`config.mk`:
```
export PLATFORM = sky130hd
export DESIGN_NAME = secuencia_ctrl_flat
export DESIGN_NICKNAME = d
export VERILOG_FILES = /design/src/rtl/secuencia_ctrl_if.sv /design/src/rtl/secuencia_ctrl.sv /design/src/flat_wrapper.sv
export SDC_FILE = /design/constraint.sdc
export NUM_CORES = 1
export LEC_CHECK = 0
export CAP_MARGIN = 30
export CORE_ASPECT_RATIO = 1.4
export CORE_MARGIN = 2
export CORE_UTILIZATION = 50
export CTS_CLUSTER_SIZE = 10
export DETAILED_ROUTE_END_ITERATION = 8
export HOLD_SLACK_MARGIN = 0.12
export PLACE_DENSITY = 0.77
export SYNTH_ARGS = -nofsm -noshare
export SYNTH_HDL_FRONTEND = slang
export SYNTH_SLANG_ARGS = --single-unit
export TNS_END_PERCENT = 10
```
`constraint.sdc`:
```
create_clock -name clk -period 1.85 [get_ports clk]
set_input_delay 0.37 -clock clk [delete_from_list [all_inputs] [get_ports clk]]
set_output_delay 0.37 -clock clk [all_outputs]
set_load 0.1 [all_outputs]
```
`src/rtl/secuencia_ctrl_if.sv`:
```
// rtl/secuencia_ctrl_if.sv - run controller <-> board/detector signal bundle
interface secuencia_ctrl_if #(
  parameter int N = 8
);
  localparam int CW = $clog2(N + 1);

  logic          start;
  logic [N-1:0]  pattern;
  logic          z_in;
  logic          w_out;
  logic          det_reset;
  logic          busy;
  logic          done;
  logic [CW-1:0] count;
  logic [N-1:0]  match_map;

  modport master (
    output start, pattern, z_in,
    input  w_out, det_reset, busy, done, count, match_map
  );

  modport slave (
    input  start, pattern, z_in,
    output w_out, det_reset, busy, done, count, match_map
  );
endinterface

```
`src/rtl/secuencia_ctrl.sv`:
```
// rtl/secuencia_ctrl.sv - feeds a captured pattern MSB-first to a Mealy detector and records hits
module secuencia_ctrl #(
  parameter int N = 8
) (
  input logic             clk,
  input logic             reset,
  secuencia_ctrl_if.slave bus
);
  localparam int CW = $clog2(N + 1);
  localparam int IW = $clog2(N);

  typedef enum logic [1:0] {S_IDLE, S_CLR, S_SHIFT, S_DONE} state_t;

  state_t        state_q, state_d;
  logic          start_q, start_d;
  logic [N-1:0]  sreg_q, sreg_d;
  logic [IW-1:0] idx_q, idx_d;
  logic [CW-1:0] count_q, count_d;
  logic [N-1:0]  map_q, map_d;
  logic          det_reset_q, det_reset_d;
  logic          w_out_q, w_out_d;
  logic          busy_q, busy_d;
  logic          done_q, done_d;

  logic          start_edge;
  logic          last_bit;
  logic [IW-1:0] bit_pos;

  always_comb begin
    state_d     = state_q;
    start_d     = bus.start;
    sreg_d      = sreg_q;
    idx_d       = idx_q;
    count_d     = count_q;
    map_d       = map_q;
    det_reset_d = det_reset_q;
    w_out_d     = 1'b0;
    busy_d      = 1'b0;
    done_d      = 1'b0;
    start_edge  = bus.start & ~start_q;
    last_bit    = (idx_q == IW'(N - 1));
    bit_pos     = IW'(N - 1) - idx_q;

    // w_out/busy/done are the values for the state being entered, so they are glitch-free flops
    case (state_q)
      S_IDLE: begin
        if (start_edge) begin
          sreg_d      = bus.pattern;
          count_d     = '0;
          map_d       = '0;
          det_reset_d = 1'b1;
          busy_d      = 1'b1;
          state_d     = S_CLR;
        end
      end
      S_CLR: begin
        det_reset_d = 1'b0;
        idx_d       = '0;
        busy_d      = 1'b1;
        w_out_d     = sreg_q[N-1];
        state_d     = S_SHIFT;
      end
      S_SHIFT: begin
        map_d[bit_pos] = bus.z_in;
        count_d        = count_q + CW'(bus.z_in);
        sreg_d         = {sreg_q[N-2:0], 1'b0};
        idx_d          = idx_q + IW'(1);
        if (last_bit) begin
          done_d  = 1'b1;
          state_d = S_DONE;
        end else begin
          busy_d  = 1'b1;
          w_out_d = sreg_q[N-2];
        end
      end
      S_DONE: begin
        state_d = S_IDLE;
      end
      default: begin
        state_d = S_IDLE;
      end
    endcase
  end

  always_ff @(posedge clk or posedge reset) begin
    if (reset) begin
      state_q     <= S_IDLE;
      start_q     <= 1'b0;
      sreg_q      <= '0;
      idx_q       <= '0;
      count_q     <= '0;
      map_q       <= '0;
      det_reset_q <= 1'b0;
      w_out_q     <= 1'b0;
      busy_q      <= 1'b0;
      done_q      <= 1'b0;
    end else begin
      state_q     <= state_d;
      start_q     <= start_d;
      sreg_q      <= sreg_d;
      idx_q       <= idx_d;
      count_q     <= count_d;
      map_q       <= map_d;
      det_reset_q <= det_reset_d;
      w_out_q     <= w_out_d;
      busy_q      <= busy_d;
      done_q      <= done_d;
    end
  end

  assign bus.w_out     = w_out_q;
  assign bus.det_reset = det_reset_q;
  assign bus.busy      = busy_q;
  assign bus.done      = done_q;
  assign bus.count     = count_q;
  assign bus.match_map = map_q;
endmodule

```
`src/flat_wrapper.sv`:
```
// flat-port wrapper written by rule: the top's interface ports become plain ports
module secuencia_ctrl_flat 
#(
  parameter int N = 8
)
  (clk, reset, bus_start, bus_pattern, bus_z_in, bus_w_out, bus_det_reset, bus_busy, bus_done, bus_count, bus_match_map);
  secuencia_ctrl_if #(.N(N)) bus_i ();
  input logic clk;
  input logic reset;
  input wire logic [$bits(bus_i.start)-1:0] bus_start;
  input wire logic [$bits(bus_i.pattern)-1:0] bus_pattern;
  input wire logic [$bits(bus_i.z_in)-1:0] bus_z_in;
  output wire logic [$bits(bus_i.w_out)-1:0] bus_w_out;
  output wire logic [$bits(bus_i.det_reset)-1:0] bus_det_reset;
  output wire logic [$bits(bus_i.busy)-1:0] bus_busy;
  output wire logic [$bits(bus_i.done)-1:0] bus_done;
  output wire logic [$bits(bus_i.count)-1:0] bus_count;
  output wire logic [$bits(bus_i.match_map)-1:0] bus_match_map;
  assign bus_i.start = bus_start;
  assign bus_i.pattern = bus_pattern;
  assign bus_i.z_in = bus_z_in;
  assign bus_w_out = bus_i.w_out;
  assign bus_det_reset = bus_i.det_reset;
  assign bus_busy = bus_i.busy;
  assign bus_done = bus_i.done;
  assign bus_count = bus_i.count;
  assign bus_match_map = bus_i.match_map;
  secuencia_ctrl #(.N(N)) u_core (.clk(clk), .reset(reset), .bus(bus_i));
endmodule
```
# [Word level (Yosys, flattened, before mapping)]
# Cells that the tools add are included.
# W data, S select, Z words.
[op_classes] add_sub_neg=3 n_lt_le_gt_ge=2 n_eq_ne=6 mux=22 bitwise=2 reduce_logical=8
[op_table] cell="$pmux W8 S2" count=2
[op_table] cell="$mux W8" count=2
[op_table] cell="$bwmux W8" count=1
[op_table] cell="$pmux W2 S4" count=1
[op_table] cell="$pmux W4 S2" count=1
[op_table] cell="$mux W1" count=7
[op_table] cell="$pmux W3 S2" count=1
[op_table] cell="$reduce_and A2 Y1" count=3
[op_table] cell="$reduce_bool A2 Y1" count=3
[op_table] cell="$add A4 B1 Y4" count=1
[op_table] cell="$eq A2 B2 Y1 const B" count=2
[op_table] cell="$lt A3 B4 Y1 const B" count=1
[op_table] cell="$mux W2" count=2
[op_table] cell="$mux W4" count=1
[op_table] cell="$ne A2 B1 Y1 const B" count=2
[op_table] cell="$pmux W1 S2" count=2
[op_table] cell="$add A3 B1 Y3 const B" count=1
[op_table] cell="$demux W1 S3" count=1
[op_table] cell="$eq A3 B3 Y1 const B" count=1
[op_table] cell="$ge A3 B1 Y1 const B" count=1
[op_table] cell="$pmux W1 S3" count=1
[op_table] cell="$sub A3 B3 Y3 const A" count=1
[op_table] cell="$eq A2 B1 Y1 const B" count=1
[op_table] cell="$logic_not A2 Y1" count=1
[op_table] cell="other kinds (3)" count=3
[word_totals] ff_bits=30 input_bits=12 out_inout_bits=16 word_cells=53

# [Logic depth before layout (Yosys ltp)]
# Gate-level depths: netlist of the first run.
[logic_depth] depth_word=7 mapped_depth=7 depth_no_buf=5

# [Worst setup path before layout of the first run]
# Ideal clock, no wire load.
[synth_timing] path_kind="reg2reg" from="register u_core.count_q[0], in the netlist u_core.bus.count[0]" to="register u_core.count_q[2], in the netlist u_core.bus.count[2]" setup_time_ns=0.079 t_arrival_ns=1.740 t_required_ns=1.771 slack_ns=0.031 stages_incl_launch_ff=5 n_path_buf=0 period_less_slack_ns=1.819 path_cell_list="dfrtp_1 -> ha_1 -> ha_1 -> a21boi_0 -> mux2i_1"
[synth_between] elab_chain_cells=2
[synth_rtl] element="start, declared" line="secuencia_ctrl.sv:18" text="logic [CW-1:0] count_q, count_d;"
[synth_rtl] element="start signal, assigned" line="secuencia_ctrl.sv:102" text="count_q <= count_d;"
[synth_rtl] element="$add A4 B1 Y4" line="secuencia_ctrl.sv:65" text="count_d = count_q + CW'(bus.z_in);"
[synth_rtl] element="$pmux W4 S2" line="secuencia_ctrl.sv:45" text="case (state_q)"
# Every way passes these cells.
# A chain may end at the register's enable or synchronous reset.

# [Final worst setup path of the first run]
[layout_timing] from="register u_core.state_q[0]" to="register u_core.map_q[6], in the netlist u_core.bus.match_map[6]"
[layout_between] elab_chain_cells=3 word_cells_on_any_way=6 cone_classes="2 x eq/ne; 1 x mux; 3 x reduce/logical"
[layout_rtl] element="start, declared" line="secuencia_ctrl.sv:14" text="state_t state_q, state_d;"
[layout_rtl] element="start signal, assigned" line="secuencia_ctrl.sv:98" text="state_q <= state_d;"
[layout_rtl] element="$eq A2 B2 Y1 / $logic_not A2 Y1 (equally long branches)" line="secuencia_ctrl.sv:45"
[layout_rtl] element="$reduce_bool A2 Y1 (no source line) / $ne A2 B1 Y1 (equally long branches)"
[layout_rtl] element="$reduce_and A2 Y1 (no source line)"
[layout_rtl] element="end signal, assigned" line="secuencia_ctrl.sv:103" text="map_q <= map_d;"
[layout_rtl] element="end, declared" line="secuencia_ctrl.sv:19" text="logic [N-1:0] map_q, map_d;"
# Parallel ways exist; a longest one is shown, timed or not.

==> flow_metrics.env, run 1 <==
export IMPL_total_power_mw=3.88
export IMPL_seq_power_share_pct=28.5
export IMPL_overflow=0
export IMPL_fmax_mhz=556
export IMPL_ys_types=29
export IMPL_die_h_um=69.9
export IMPL_clkPwrFrac_pct=13.1
export IMPL_die_w_um=51.1
export IMPL_drt_iter0_drc=41
export IMPL_setup_ws_ns=0.0515
export IMPL_critical_path_slowest_cell="a2111oi_2"
export IMPL_hold_ws_ns=0.462
export IMPL_antenna_found_initial=0
export IMPL_path_delay_family="compound AO/OA/AOI/OAI gates"
export IMPL_layout_commonest_cell="dfrtp_1"
export IMPL_ys_warn_count=0
export IMPL_skew_ns=0.00291
export IMPL_internal_power_mw=2.06
export IMPL_cp_max_fo=8
export IMPL_path_class="register to register"
export IMPL_clock_root_buffer="clkbuf_8"
export IMPL_nNetsFinal=196
export IMPL_critPathLaunchType="register"
export IMPL_tightest_slew_ns=0.449
export IMPL_portBuffers=27
export IMPL_cts_max_level=2
export IMPL_route_detailed_drc=0
export IMPL_cts_sinks=30
export IMPL_wl_um=3380
export IMPL_p_sw_share_pct=46.9
export IMPL_cp_required_ns=2.06
export IMPL_path_clk_slew_ns=0.06
export IMPL_switchingPower_mw=1.82
export IMPL_syn_inst=142
export IMPL_place_gp_congestion=0.864
export IMPL_layout_common_cells="dfrtp_1, buf_12, mux2i_1"
export IMPL_combPwrFrac_pct=58.4
export IMPL_cts_tree="yes"
export IMPL_setup_violations=0
export IMPL_dieArea_um2=3570
export IMPL_numCtsBuffers=5
export IMPL_grt_usage_pct=21.9
export IMPL_avgViaCountPerCell=5.67
export IMPL_cts_hold_buffers=0
export IMPL_path_cells="inv_1 > ha_1 > nand2b_2 > a2111oi_2 > mux2i_1"
export IMPL_placeableCoreArea_um2=2910
export IMPL_grt_pass1_wl_um=5800
export IMPL_hp_class="primary input to async pin"
export IMPL_p_leak_nw=0.930
export IMPL_maxSlewViolCount=0
export IMPL_insertion_delay_ns=0.28
export IMPL_crit_buf_inv=1
export IMPL_vias=1196
export IMPL_ant_nets=0
export IMPL_critPathLaunch="u_core.state_q[0]$_DFFE_PP0P_"
export IMPL_slowest_delay_ns=0.46
export IMPL_drt_pass1_iterations=4
export IMPL_drive_above_1_share_pct=23.0
export IMPL_period_needed_ns=1.80
export IMPL_status="finished clean"
export IMPL_dp_slack_ns=-0.00966
export IMPL_diodes=0
export IMPL_stdcell_count=211
export IMPL_critical_path_arrival_ns=2.00
export IMPL_syn2layout_area_growth_pct=38.2
export IMPL_drv_cap=0
export IMPL_period_share_pct=97.2
export IMPL_dp_cells=205
export IMPL_cts_setup_buffers=0
export IMPL_num_rows=23
export IMPL_ios=28
export IMPL_syn_area_um2=1550
export IMPL_syn_area_per_cell_um2=10.9
export IMPL_cp_depth=5
export IMPL_r2r_cells=5
export IMPL_relSlewSlack_pct=70.1
export IMPL_start_util_pct=53.4
export IMPL_wl_per_cell_um=16.0
export IMPL_power_per_cell_area_nw_per_um2=1810
export IMPL_crit_path_end_kind="register"
export IMPL_cts_path_max_buffers=2
export IMPL_grt_max_degree=31
export IMPL_r2r_start="u_core.state_q[0]$_DFFE_PP0P_"
export IMPL_rsz0062_at_grt="true"
export IMPL_ys_seq_area_share_pct=48.4
export IMPL_dp_hpwl_um=2520
export IMPL_first_global_vias=1260
export IMPL_synth_seq_cells=30
export IMPL_ir_drop_mv=1.44
export IMPL_hold_viol_final=0
export IMPL_syn_nets=163
-- metrics by stage --
stage	utilization [%]	TNS, ns	instance area, µm²
after floorplan	-	0	1550
after global placement	69.9	0	2030
after detailed placement	69.9	-0.0222	2030
after CTS	72.8	0	2120
after global routing	73.8	-0.0283	2140
final	73.8	0	2140
-- cell families (layout without fill, tap and decap cells) --
family                     Yosys count  count (layout)  synth area share (%)
muxes                               14              14                  9.11
and+or+nand+nor                     36              36                  12.7
buffers and inverters               19              51                  6.05
AOI/OAI and AO/OA                   34              34                  16.5
DFF                                 30              30                  48.4
adders and majority gates            9               9                  7.26
-- cell type report --
cell class,instances,area (µm²)
inverters,10,37.5
flip-flops and latches,30,751
multi-input cells,93,737
repair buffers,35,490
fillers,203,762
well taps,37,46.3
clock buffers,6,82.6
-- registers in the layout, summed over array words and instances (netlist names) --
register / count
u_core.bus.busy: 1
u_core.bus.count: 4
u_core.bus.det_reset: 1
u_core.bus.done: 1
u_core.bus.match_map: 8
u_core.bus.w_out: 1
u_core.idx_q: 3
u_core.sreg_q: 8
u_core.start_q: 1
u_core.state_q: 2
-- Yosys cell counts --
master     instances  area (µm²)
dfrtp_1           30         751
mux2i_1           13         130
nand3_1           12        60.1
inv_1             10        37.5
o21ai_0           10        50.1
ha_1               9         113
nand2_1            8        30.0
buf_2              6        30.0
a22oi_1            5        37.5
a2111oi_2          4        60.1
a21oi_1            4        20.0
nand2b_1           4        25.0
o22ai_1            4        25.0
nor2_1             3        11.3
a32o_1             2        20.0
and2_1             2        12.5
buf_6              2        22.5
nand3b_1           2        15.0
nor2b_1            2        12.5
a21boi_0           1        7.51
a21o_1             1        7.51
a22o_1             1        8.76
a2bb2oi_1          1        8.76
clkbuf_1           1        3.75
mux2_2             1        11.3
nand3b_2           1        11.3
nand4bb_1          1        11.3
o21ba_2            1        10.0
or3b_2             1        8.76
-- routing by layer --
| layer | share of wire [%] | vias to the layer above | routed length, µm | track usage [%] |
|---|---|---|---|---|
| li1 | - | 573 | - | - |
| met1 | 41 | 571 | 1380 | 26.5 |
| met2 | 50 | 42 | 1690 | 34.2 |
| met3 | 5.9 | 10 | 200 | 5.98 |
| met4 | 3.4 | 0 | 116 | 12.6 |
| met5 | 0 | - | 0 | 0 |
-- power groups by stage --
stage | Sequential (mW) | Clock, mW | Combinational (mW)
floorplan | 1.68 | 0 | 0.902
global placement | 1.09 | 0 | 2.15
detailed placement | 1.10 | 0 | 2.22
CTS | 1.10 | 0.518 | 2.23
global route | 1.13 | 0.549 | 2.40
finish | 1.10 | 0.507 | 2.27
-- what timing repair did --
action                                 CTS  global route
endpoints found under the hold margin    0             0
setup endpoints to repair                2             4
resized for setup                        1             3
gates cloned                             0             0
-- worst min-delay path: stages --
cell             delay (ns)
clkdlybuf4s50_1        0.39
inv_1                  0.05
buf_4                  0.34
-- worst paths after layout --
check / slack [ns] / end
setup / recovery: 0.05 / u_core.bus.match_map[6]$_DFFE_PP0P_
hold / removal: 0.46 / u_core.bus.match_map[2]$_DFFE_PP0P_
setup reg to reg: 0.05 / u_core.bus.match_map[6]$_DFFE_PP0P_
hold reg to reg: 0.51 / u_core.sreg_q[1]$_DFFE_PP0P_
max in group asynchronous: 1.11 / u_core.bus.match_map[1]$_DFFE_PP0P_
min in group clk: 0.51 / u_core.sreg_q[1]$_DFFE_PP0P_
Note: power is estimated with default switching activity, not from simulation.
==> run 2: changes to the inputs <==
--- a/config.mk
+++ b/config.mk
@@ -13,6 +13,7 @@
 export DETAILED_ROUTE_END_ITERATION = 8
 export HOLD_SLACK_MARGIN = 0.12
 export PLACE_DENSITY = 0.77
+export RECOVER_POWER = 50
 export SYNTH_ARGS = -nofsm -noshare
 export SYNTH_HDL_FRONTEND = slang
 export SYNTH_SLANG_ARGS = --single-unit
==> run 2 against run 1 <==
Sequential power hardly changed. Die area stayed put. Clock skew about the same. First-iteration DRC count fell by 4.9%. Worst hold slack improved by 0.045 ns. Routed wire length is 0.86% higher. Final cell count did not move. Cell area is 4.3% lower. Via count grew 0.59%. Combinational power down 5%. Core utilization down 3.2 points.
==> flow_metrics.env, run 2 (synthesized netlist as in run 1, its figures left out) <==
export IMPL_syn2layout_area_growth_pct=32.3
export IMPL_grt_usage_pct=21.9
export IMPL_wl_um=3410
export IMPL_grt_met2_usage_pct=34.2
export IMPL_crit_buf_inv=1
export IMPL_switchingPower_mw=1.80
export IMPL_nNetsFinal=196
export IMPL_critPathLaunchType="register"
export IMPL_hold_ws_ns=0.507
export IMPL_hp_class="register to register"
export IMPL_p_sw_share_pct=48.1
export IMPL_total_power_mw=3.74
export IMPL_ios=28
export IMPL_drv_cap=0
export IMPL_cts_tree="yes"
export IMPL_cts_path_max_buffers=2
export IMPL_rsz0062_at_grt="true"
export IMPL_ir_drop_mv=1.43
export IMPL_die_h_um=69.9
export IMPL_clkPwrFrac_pct=13.5
export IMPL_relSlewSlack_pct=51.0
export IMPL_first_global_vias=1260
export IMPL_critical_path_slowest_cell="a2111oi_2"
export IMPL_grtUsageMet3_pct=5.98
export IMPL_path_class="register to register"
export IMPL_dieArea_um2=3570
export IMPL_status="finished clean"
export IMPL_numCtsBuffers=5
export IMPL_p_leak_nw=0.907
export IMPL_ant_nets=0
export IMPL_insertion_delay_ns=0.28
export IMPL_diodes=0
export IMPL_path_cells="inv_1 > ha_1 > nand2b_2 > a2111oi_2 > mux2i_1"
export IMPL_power_per_cell_area_nw_per_um2=1820
export IMPL_cp_max_fo=8
export IMPL_hold_viol_final=0
export IMPL_avgViaCountPerCell=5.70
export IMPL_clock_root_buffer="clkbuf_8"
export IMPL_placeableCoreArea_um2=2910
export IMPL_setup_ws_ns=0.0561
export IMPL_cts_sinks=30
export IMPL_slowest_delay_ns=0.46
export IMPL_cp_required_ns=2.06
export IMPL_maxSlewViolCount=0
export IMPL_dp_cells=205
export IMPL_crit_path_end_kind="register"
export IMPL_tightest_slew_ns=0.734
export IMPL_period_needed_ns=1.79
export IMPL_die_w_um=51.1
export IMPL_place_gp_congestion=0.864
export IMPL_antenna_found_initial=0
export IMPL_period_share_pct=97.0
export IMPL_path_clk_slew_ns=0.06
export IMPL_start_util_pct=53.4
export IMPL_vias=1203
export IMPL_dp_slack_ns=-0.00966
export IMPL_critical_path_arrival_ns=2.00
export IMPL_grt_max_degree=31
export IMPL_dp_hpwl_um=2520
export IMPL_wl_per_cell_um=16.2
export IMPL_route_detailed_drc=0
export IMPL_cts_hold_buffers=0
export IMPL_layout_common_cells="dfrtp_1, mux2i_1, nand3_1"
export IMPL_stdcell_count=211
export IMPL_path_delay_family="compound AO/OA/AOI/OAI gates"
export IMPL_layout_commonest_cell="dfrtp_1"
export IMPL_internal_power_mw=1.94
export IMPL_portBuffers=27
export IMPL_setup_violations=0
export IMPL_drive_above_1_share_pct=23.0
export IMPL_cts_max_level=2
export IMPL_grtUsageMet1_pct=26.5
export IMPL_seq_power_share_pct=29.0
export IMPL_drt_pass1_iterations=4
export IMPL_skew_ns=0.00284
export IMPL_drt_iter0_drc=39
export IMPL_overflow=0
export IMPL_fmax_mhz=557
export IMPL_combPwrFrac_pct=57.5
export IMPL_grt_pass1_wl_um=5800
export IMPL_cts_setup_buffers=0
export IMPL_grt_busiest_layer="met2"
export IMPL_num_rows=23
[run 2: layout make-up]
| type | instances | area [µm²] |
|---|---|---|
| fill | 214 | 855 |
| sequential | 30 | 751 |
| multi-input combinational | 93 | 737 |
| timing repair buffer | 35 | 398 |
| clock buffer | 6 | 82.6 |
| tap | 37 | 46.3 |
| inverter | 10 | 37.5 |
[run 2: layer usage]
metal	vias to the layer above	share of wire, %
met2	41	49
li1	572	-
met5	-	0
met1	580	43
met3	10	5.4
met4	0	3.4
[run 2: timing repair]
action	CTS	global route
endpoints found under the setup margin	2	4
resized for setup	1	3
cloned	0	0
[run 2: worst paths after layout]
| check | cells past startpoint | slack (ns) | from | endpoint |
|---|---|---|---|---|
| max | 5 | 0.06 | u_core.state_q[0]$_DFFE_PP0P_ | u_core.bus.match_map[6]$_DFFE_PP0P_ |
| min | 2 | 0.51 | u_core.sreg_q[1]$_DFFE_PP0P_ | u_core.sreg_q[1]$_DFFE_PP0P_ |
| max reg2reg | 5 | 0.06 | u_core.state_q[0]$_DFFE_PP0P_ | u_core.bus.match_map[6]$_DFFE_PP0P_ |
| min reg2reg | 2 | 0.51 | u_core.sreg_q[1]$_DFFE_PP0P_ | u_core.sreg_q[1]$_DFFE_PP0P_ |
| max in group asynchronous | 3 | 0.64 | reset | u_core.bus.busy$_DFF_PP0_ |
| min in group asynchronous | 3 | 0.74 | reset | u_core.bus.match_map[2]$_DFFE_PP0P_ |
[run 2: power by group through the flow]
| stage | Sequential (mW) | Combinational, mW | Clock [mW] |
|---|---|---|---|
| floorplan | 1.68 | 0.902 | 0 |
| global placement | 1.09 | 2.15 | 0 |
| CTS | 1.10 | 2.23 | 0.518 |
| global route | 1.11 | 2.28 | 0.549 |
| finish | 1.08 | 2.15 | 0.506 |
| detailed placement | 1.10 | 2.22 | 0 |
[run 2: per-stage QoR]
stage          utilization, %  cell area [µm²]  setup TNS [ns]
6_report                 70.6             2050               0
5_1_grt                  70.6             2050         -0.0283
4_1_cts                  72.8             2120               0
3_5_place_dp             69.9             2030         -0.0222
3_3_place_gp             69.9             2030               0
2_1_floorplan               -             1550               0
[run 2: worst reg2reg max path, delay by kind of cell (launching register included)]
family | cells | cell delay [ns]
AOI/OAI and AO/OA | 1 | 0.46
muxes | 1 | 0.22
adders and majority gates | 1 | 0.25
and+or+nand+nor | 1 | 0.30
DFF | 1 | 0.39
buffers and inverters | 1 | 0.10
